[src/rtl/muldiv_unit.sv]
// muldiv_unit: iterative MULT/MULTU/DIV/DIVU/MTHI/MTLO unit owning the HI/LO registers.
// Multiply completes after MUL_STAGES cycles; divide is restoring, one bit per cycle plus a sign-fix cycle.
module muldiv_unit #(
    parameter int WIDTH      = 32,
    parameter int MUL_STAGES = 2
) (
    input  logic             clk,
    input  logic             rst_n,
    input  logic             md_start,
    input  logic [2:0]       md_opcode,
    input  logic [WIDTH-1:0] md_op_x,
    input  logic [WIDTH-1:0] md_op_y,
    input  logic             md_flush,
    output logic             md_busy,
    output logic             md_done,
    output logic [WIDTH-1:0] md_hi,
    output logic [WIDTH-1:0] md_lo
);
    localparam int CW = $clog2(WIDTH);

    typedef enum logic [1:0] {IDLE, MUL, DIV, FIX} state_t;

    state_t           state_q, state_d;
    logic [CW-1:0]    cnt_q, cnt_d;
    logic [WIDTH-1:0] a_q, a_d, b_q, b_d, r_q, r_d, hi_q, hi_d, lo_q, lo_d;
    logic             sgn_q, sgn_d, qneg_q, qneg_d, rneg_q, rneg_d, done_q, done_d;

    logic             accept, is_mul, is_div, div_s, y_zero, xs, ys, last, ge;
    logic [WIDTH-1:0] xm, ym;
    logic [WIDTH:0]   r_sh;
    logic [2*WIDTH-1:0] ma, mb, prod;

    always_ff @(posedge clk or negedge rst_n) begin
        if (!rst_n) begin
            state_q <= IDLE;
            cnt_q   <= '0;
            a_q     <= '0;
            b_q     <= '0;
            r_q     <= '0;
            hi_q    <= '0;
            lo_q    <= '0;
            sgn_q   <= 1'b0;
            qneg_q  <= 1'b0;
            rneg_q  <= 1'b0;
            done_q  <= 1'b0;
        end else begin
            state_q <= state_d;
            cnt_q   <= cnt_d;
            a_q     <= a_d;
            b_q     <= b_d;
            r_q     <= r_d;
            hi_q    <= hi_d;
            lo_q    <= lo_d;
            sgn_q   <= sgn_d;
            qneg_q  <= qneg_d;
            rneg_q  <= rneg_d;
            done_q  <= done_d;
        end
    end

    always_comb begin
        accept = state_q == IDLE && md_start && !md_flush && md_opcode inside {[3'd1:3'd6]};
        is_mul = md_opcode == 3'd1 || md_opcode == 3'd2;
        is_div = md_opcode == 3'd3 || md_opcode == 3'd4;
        y_zero = md_op_y == '0;
        last   = cnt_q == '0;
    end

    always_comb begin
        state_d = state_q;
        case (state_q)
            IDLE:    state_d = !accept ? IDLE : is_mul ? MUL : is_div ? (y_zero ? FIX : DIV) : IDLE;
            MUL:     state_d = last ? IDLE : MUL;
            DIV:     state_d = last ? FIX : DIV;
            default: state_d = IDLE;
        endcase
        if (md_flush) state_d = IDLE;
    end

    always_comb begin
        div_s = md_opcode == 3'd3;
        xs    = div_s & md_op_x[WIDTH-1];
        ys    = div_s & md_op_y[WIDTH-1];
        xm    = xs ? -md_op_x : md_op_x;
        ym    = ys ? -md_op_y : md_op_y;
        // Only the low 2*WIDTH product bits matter, so sign-extend and multiply modulo 2^(2*WIDTH).
        ma    = {{WIDTH{sgn_q & a_q[WIDTH-1]}}, a_q};
        mb    = {{WIDTH{sgn_q & b_q[WIDTH-1]}}, b_q};
        prod  = ma * mb;
        r_sh  = {r_q, a_q[WIDTH-1]};
        ge    = r_sh >= {1'b0, b_q};
        cnt_d  = cnt_q;
        a_d    = a_q;
        b_d    = b_q;
        r_d    = r_q;
        hi_d   = hi_q;
        lo_d   = lo_q;
        sgn_d  = sgn_q;
        qneg_d = qneg_q;
        rneg_d = rneg_q;
        done_d = 1'b0;
        case (state_q)
            IDLE: if (accept) begin
                hi_d   = md_opcode == 3'd5 ? md_op_x : hi_q;
                lo_d   = md_opcode == 3'd6 ? md_op_x : lo_q;
                sgn_d  = md_opcode == 3'd1;
                cnt_d  = is_mul ? CW'(MUL_STAGES - 1) : CW'(WIDTH - 1);
                // Divide by zero preloads quotient=all ones and remainder=dividend so FIX passes them through.
                a_d    = is_mul ? md_op_x : y_zero ? '1 : xm;
                b_d    = is_mul ? md_op_y : ym;
                r_d    = y_zero ? md_op_x : '0;
                qneg_d = !y_zero & (xs ^ ys);
                rneg_d = !y_zero & xs;
            end
            MUL: begin
                cnt_d  = cnt_q - CW'(1);
                hi_d   = last && !md_flush ? prod[2*WIDTH-1:WIDTH] : hi_q;
                lo_d   = last && !md_flush ? prod[WIDTH-1:0] : lo_q;
                done_d = last && !md_flush;
            end
            DIV: begin
                cnt_d = cnt_q - CW'(1);
                a_d   = {a_q[WIDTH-2:0], ge};
                r_d   = ge ? r_sh[WIDTH-1:0] - b_q : r_sh[WIDTH-1:0];
            end
            default: begin
                hi_d   = md_flush ? hi_q : rneg_q ? -r_q : r_q;
                lo_d   = md_flush ? lo_q : qneg_q ? -a_q : a_q;
                done_d = !md_flush;
            end
        endcase
    end

    always_comb begin
        md_busy = state_q != IDLE;
        md_done = done_q;
        md_hi   = hi_q;
        md_lo   = lo_q;
    end
endmodule

[config.mk]
export PLATFORM = sky130hd
export DESIGN_NAME = muldiv_unit
export DESIGN_NICKNAME = d
export VERILOG_FILES = /design/src/rtl/muldiv_unit.sv
export SDC_FILE = /design/constraint.sdc
export NUM_CORES = 2
export LEC_CHECK = 0
export CAP_MARGIN = 30
export CORE_UTILIZATION = 40
export CTS_CLUSTER_DIAMETER = 60
export CTS_CLUSTER_SIZE = 10
export DETAILED_ROUTE_END_ITERATION = 16
export SLEW_MARGIN = 20
export SYNTH_ARGS = -nofsm -noshare
export SYNTH_HDL_FRONTEND = slang
export SYNTH_SLANG_ARGS = --single-unit
[constraint.sdc]
create_clock -name clk -period 9.4 [get_ports clk]
set_input_delay 1.41 -clock clk [delete_from_list [all_inputs] [get_ports clk]]
set_output_delay 1.41 -clock clk [all_outputs]
set_load 0.01 [all_outputs]
# == Word-level counts from Yosys, hierarchy flattened ==
# Cells that the tools add are included.
# W data, S select, Z words.
# classes
add_sub_neg,6
mul,1
div,0
order_cmp,3
n_eq_ne,13
n_shift,0
n_mux,35
n_bitwise,8
n_reduce_logical,22
# op_table
operator,n
$mux W32,19
$pmux W32 S3,2
$neg A32 Y32,4
$pmux W32 S2,2
$mul A33 B33 Y64,1
$ge A33 B32 Y1,1
$logic_not A32 Y1,1
$sub A32 B32 Y32,1
$mux W5,2
$pmux W5 S2,1
$reduce_and A5 Y1,2
$eq A3 B3 Y1 const B,3
$mux W2,4
$and A1 B1 Y1,6
$eq A3 B2 Y1 const B,2
$pmux W2 S3,1
$reduce_and A2 Y1,3
$reduce_bool A2 Y1,3
$logic_and A1 B1 Y1,5
$logic_not A5 Y1,1
$sub A5 B1 Y5 const B,1
$ne A2 B1 Y1 const B,2
$ne A2 B2 Y1 const B,2
$reduce_or A2 Y1,2
other kinds (13),17
# totals
ff_bits,171
latch_bits,0
ramBits,0
mem_bits_ro,0
inputBits,71
output_inout_bits,66
word_cells,99
mem_count,0

# == Logic depth before layout (Yosys ltp) ==
# logic_depth
depth_word,7
mapped_depth,31
ltp_nobuf,28

# == Worst setup path before layout ==
# Ideal clock, no wire load.
# synth_path
path_type,register to register
startpoint,register a_q[31]
endpoint,"register hi_q[29], in the netlist md_hi[29]"
setup_ns,0.124
arrival_time_ns,8.003
t_required_ns,9.276
setup_slack_ns,1.273
path_stages_with_launch,28
path_buffers,1
period_less_slack_ns,8.127
cell_sequence,dfrtp_1 and2_1 clkbuf_1 nand2_1 inv_1 fa_1 fa_1 fa_1 inv_1 fa_1 inv_1 fa_1 fa_1 fa_1 inv_1 fa_1 inv_1 ha_1 a21oi_1 o21ai_1 o211ai_1 o21ai_0 a311o_1 o21bai_2 a41o_1 a221oi_2 mux2_1 or2_1
# synth_between
elab_chain_cells,4
# synth_rtl
element,line_no,text
start: declaration,25,"logic [WIDTH-1:0] a_q, a_d, b_q, b_d, r_q, r_d, hi_q, hi_d, lo_q, lo_d;"
start signal: assignment,37,a_q <= '0;
start signal: assignment,49,a_q <= a_d;
$and A1 B1 Y1,87,"ma = {{WIDTH{sgn_q & a_q[WIDTH-1]}}, a_q};"
$mul A33 B33 Y64 *,89,prod = ma * mb;
$mux W32 *,117,hi_d = last && !md_flush ? prod[2*WIDTH-1:WIDTH] : hi_q;
$pmux W32 S3 *,102,case (state_q)
end signal: assignment,52,hi_q <= hi_d;
end: declaration,25,
# Every way passes the cells marked *; elsewhere a longest branch is shown, timed or not. The select of a mux whose other input is x is not followed.
# A chain may end at the register's enable or synchronous reset.

# == Worst setup path in the final report ==
# layout_path
startpoint,register a_q[17]
endpoint,"register hi_q[10], in the netlist md_hi[10]"
# layout_between
elab_chain_cells,3
# layout_rtl
element,line_no
$mul A33 B33 Y64,89
$mux W32,117
$pmux W32 S3,102
# No other way between the ends. The select of a mux whose other input is x is not followed.

==> flow_metrics.py <==
metrics = {
    "clock_network": {
        "ctsHoldBuffers": 0,
        "clkTransAtPathRegs_ns": 0.08,
        "cts_root_buf": "clkbuf_16",
        "clock_latency_ns": 0.53,
        "cts_max_level": 4,
        "cts_made_buffers": 17,
        "cts.repair.resized": 0,
        "post-cts-setup-buffers": 0,
        "cts_tree": "built",
        "cts_sinks": 171,
        "ctsLongestPathBuffers": 2,
    },
    "worst_setup_path": {
        "crit_type": "reg2reg",
        "arrival_ns": 9.52,
        "worstReg2RegStart": "a_q[17]$_DFFE_PN0P_",
        "crit_end": "md_hi[10]$_DFFE_PN0P_",
        "ff2ff_path_depth": 25,
        "reg2reg_to": "md_hi[10]$_DFFE_PN0P_",
        "crit_path_frequent_cell": "fa_1",
        "critPathMaxFanout": 21,
        "start_kind": "register",
        "cp_slowest_cell": "dfrtp_1",
        "r2r_setup_slack_ns": 0.27,
        "startpoint": "a_q[17]$_DFFE_PN0P_",
        "crit_path_end_kind": "register",
        "worstPathRequired_ns": 9.79,
        "max_stage_delay_ns": 0.96,
    },
    "floorplan": {
        "start_util": 0.404,
        "die_y_um": 356,
        "num_io_pins": 137,
        "row_count": 129,
        "dieArea_mm2": 0.127,
        "die_w_um": 356,
        "design.core.area_mm2": 0.124,
    },
    "sta": {
        "setup-tns-final_ns": 0,
        "rsz0062_at_grt": "false",
        "clock.fmax_mhz": 110,
        "clock_skew_ns": 0.0221,
        "relSlewSlack": 0.306,
        "worst_pin_slew_ns": 1.04,
        "setup_violations": 0,
        "finalHoldViolations": 0,
        "drv_slew": 0,
        "min_period_ns": 9.13,
        "post-route-period-util": 0.971,
    },
    "synthesis": {
        "syn_inst": 5742,
        "async_reset_ff_frac": 1.00,
        "yosysSeqAreaShare": 0.0854,
        "syn_nets": 7193,
        "synth_edf_count": 0,
        "synth-main-ff-cell": "dfrtp_1",
        "synth_top_area_frac": 0.450,
        "synthTopCellsByArea": "fa_1 45%, inv_1 8.9%, dfrtp_1 8.5%",
        "yosys_register_bits": 171,
        "synth_area_per_cell_um2": 8.72,
        "yosysWarnings": 0,
        "ys_types": 84,
        "syn-cell-area_mm2": 0.0501,
        "synth_top_area_cell": "fa_1",
    },
    "flow_run": {
        "maxCapViolCount": 0,
    },
    "global_routing": {
        "grt_pass1_wl_um": 264000,
        "gr-usage-all-layers": 0.279,
        "grt_max_degree": 67,
        "grt-ovfl-total": 0,
        "grt_pass1_vias": 42100,
        "antenna_found_initial": 9,
    },
    "layout": {
        "num-nets-final": 7158,
        "layout-drive-gt1-share": 0.0425,
        "synthToLayoutAreaGrowth_pct": 8.47,
    },
    "placed_design": {
        "gp_congestion": 0.958,
        "place_hpwl_um": 140000,
        "io_buffers": 136,
    },
    "status": {
        "violations": "DRC",
        "status": "complete, but fails checks",
    },
    "drt": {
        "drt_wl_total_um": 171000,
        "routedWlPerCell_um": 23.3,
        "antenna_left": 0,
        "vias": 40000,
        "first_pass_iters": 12,
        "drt_iter0_markers": 3773,
        "viasPerCell": 5.43,
        "drc": 20,
    },
    "min_path": {
        "hp-class": "reg2reg",
        "hold_path_startpoint": "md_lo[8]$_DFFE_PN0P_",
    },
}
## placed cells by master (no fill, tap or decap), drive strengths merged, types with 21 or more instances in the layout
master,synthesis,final
o21a,21,21
o31ai,38,38
dfrtp,171,171
o22ai,41,41
clkdlybuf4s50,0,135
xnor2,118,118
o21ai,189,189
and3,31,31
buf,55,162
inv,1183,1189
xor2,97,97
nand2,923,923
a21oi,191,191
ha,254,254
a221oi,77,77
and2,303,303
fa,1126,1126
a21o,38,38
nor2,275,275
nand3,38,38
nor3,31,31
## worst min path at each step
stage	endpoint	slack, ns	cells past startpoint
final	md_lo[8]$_DFFE_PN0P_	0.48	2
after global routing	md_lo[8]$_DFFE_PN0P_	0.52	2
after CTS	md_lo[21]$_DFFE_PN0P_	0.49	2
after detailed placement	md_hi[7]$_DFFE_PN0P_	0.47	2
after global placement	md_hi[6]$_DFFE_PN0P_	0.46	2
after floorplan	cnt_q[0]$_DFFE_PN0P_	0.51	1
## per-layer routing
| metal | global-route usage | share of wire | vias up |
|---|---|---|---|
| li1 | - | - | 17300 |
| met1 | 0.378 | 0.41 | 20700 |
| met2 | 0.444 | 0.46 | 1661 |
| met3 | 0.0501 | 0.081 | 302 |
| met4 | 0.110 | 0.045 | 8 |
| met5 | 0 | 0.00030 | - |
## flip-flops by register name, summed over array words and instances (netlist names)
register	cells
md_hi	32
qneg_q	1
md_lo	32
cnt_q	5
r_q	32
md_done	1
rneg_q	1
a_q	32
b_q	32
state_q	2
sgn_q	1
## cell usage after synthesis (all sizes together) (3+ instances only)
library cell,number
nor4,9
or2,17
a211o,4
o21ai,189
a31oi,12
o21a,21
a311oi,5
a211oi,6
a221o,3
fa,1126
and4,3
nor2b,16
nand2b,14
nand2,923
o2111ai,3
a22oi,9
a2111oi,4
nor3,31
nand3b,3
or3,16
nand3,38
clkbuf,297
a221oi,77
a21oi,191
ha,254
mux2i,5
and3,31
a21o,38
a21boi,5
o211ai,13
buf,55
inv,1183
o21ba,3
nor2,275
xnor2,118
nor3b,6
o22ai,41
o31ai,38
and2,303
or4,17
o21bai,15
nand4,19
o41ai,13
xor2,97
dfrtp,171
## area by class of cell
| cell class | count | area (um^2) |
|---|---|---|
| tap | 1637 | 2050 |
| clock buffer | 18 | 439 |
| antenna | 4 | 10.0 |
| sequential | 171 | 4280 |
| timing repair buffer | 298 | 2860 |
| multi-input combinational | 4035 | 40100 |
| inverter | 1184 | 4440 |
| fill | 12200 | 69600 |
| clock inverter | 14 | 180 |
## critical path: cells and delay by family (launching register included)
family,cells,cell delay [ns]
AOI/OAI and AO/OA,5,1.44
xor gates and xnor gates,1,0.23
adders and majority gates,9,4.52
buffers and inverters,6,0.79
DFF,1,0.96
and+or+nand+nor,4,1.01
## metrics by stage
| stage | setup WS (ns) | instances | utilization | area (um^2) | hold WS (ns) |
|---|---|---|---|---|---|
| 4_1_cts | 0.204 | 7352 | 0.438 | 54200 | 0.489 |
| 3_3_place_gp | 0.207 | 7314 | 0.432 | 53500 | 0.464 |
| 5_1_grt | 0.0402 | 7357 | 0.438 | 54300 | 0.516 |
| 3_5_place_dp | 0.229 | 7320 | 0.433 | 53600 | 0.472 |
| 6_report | 0.271 | 7361 | 0.438 | 54300 | 0.485 |
| 2_1_floorplan | 1.27 | 5742 | - | 50100 | 0.508 |
## logic make-up after synthesis
group	synth area share
adder cells (fa/ha/maj)	0.513
multiplexers	0.00145
AO/OA/AOI/OAI	0.0910
AND/OR/NAND/NOR	0.155
XOR/XNOR	0.0376
buffers and inverters	0.116
flip-flops	0.0854
Power is left out: the tool's default activity adds up to more than one toggle a clock period on the data nets, which glitch-free logic cannot reach.
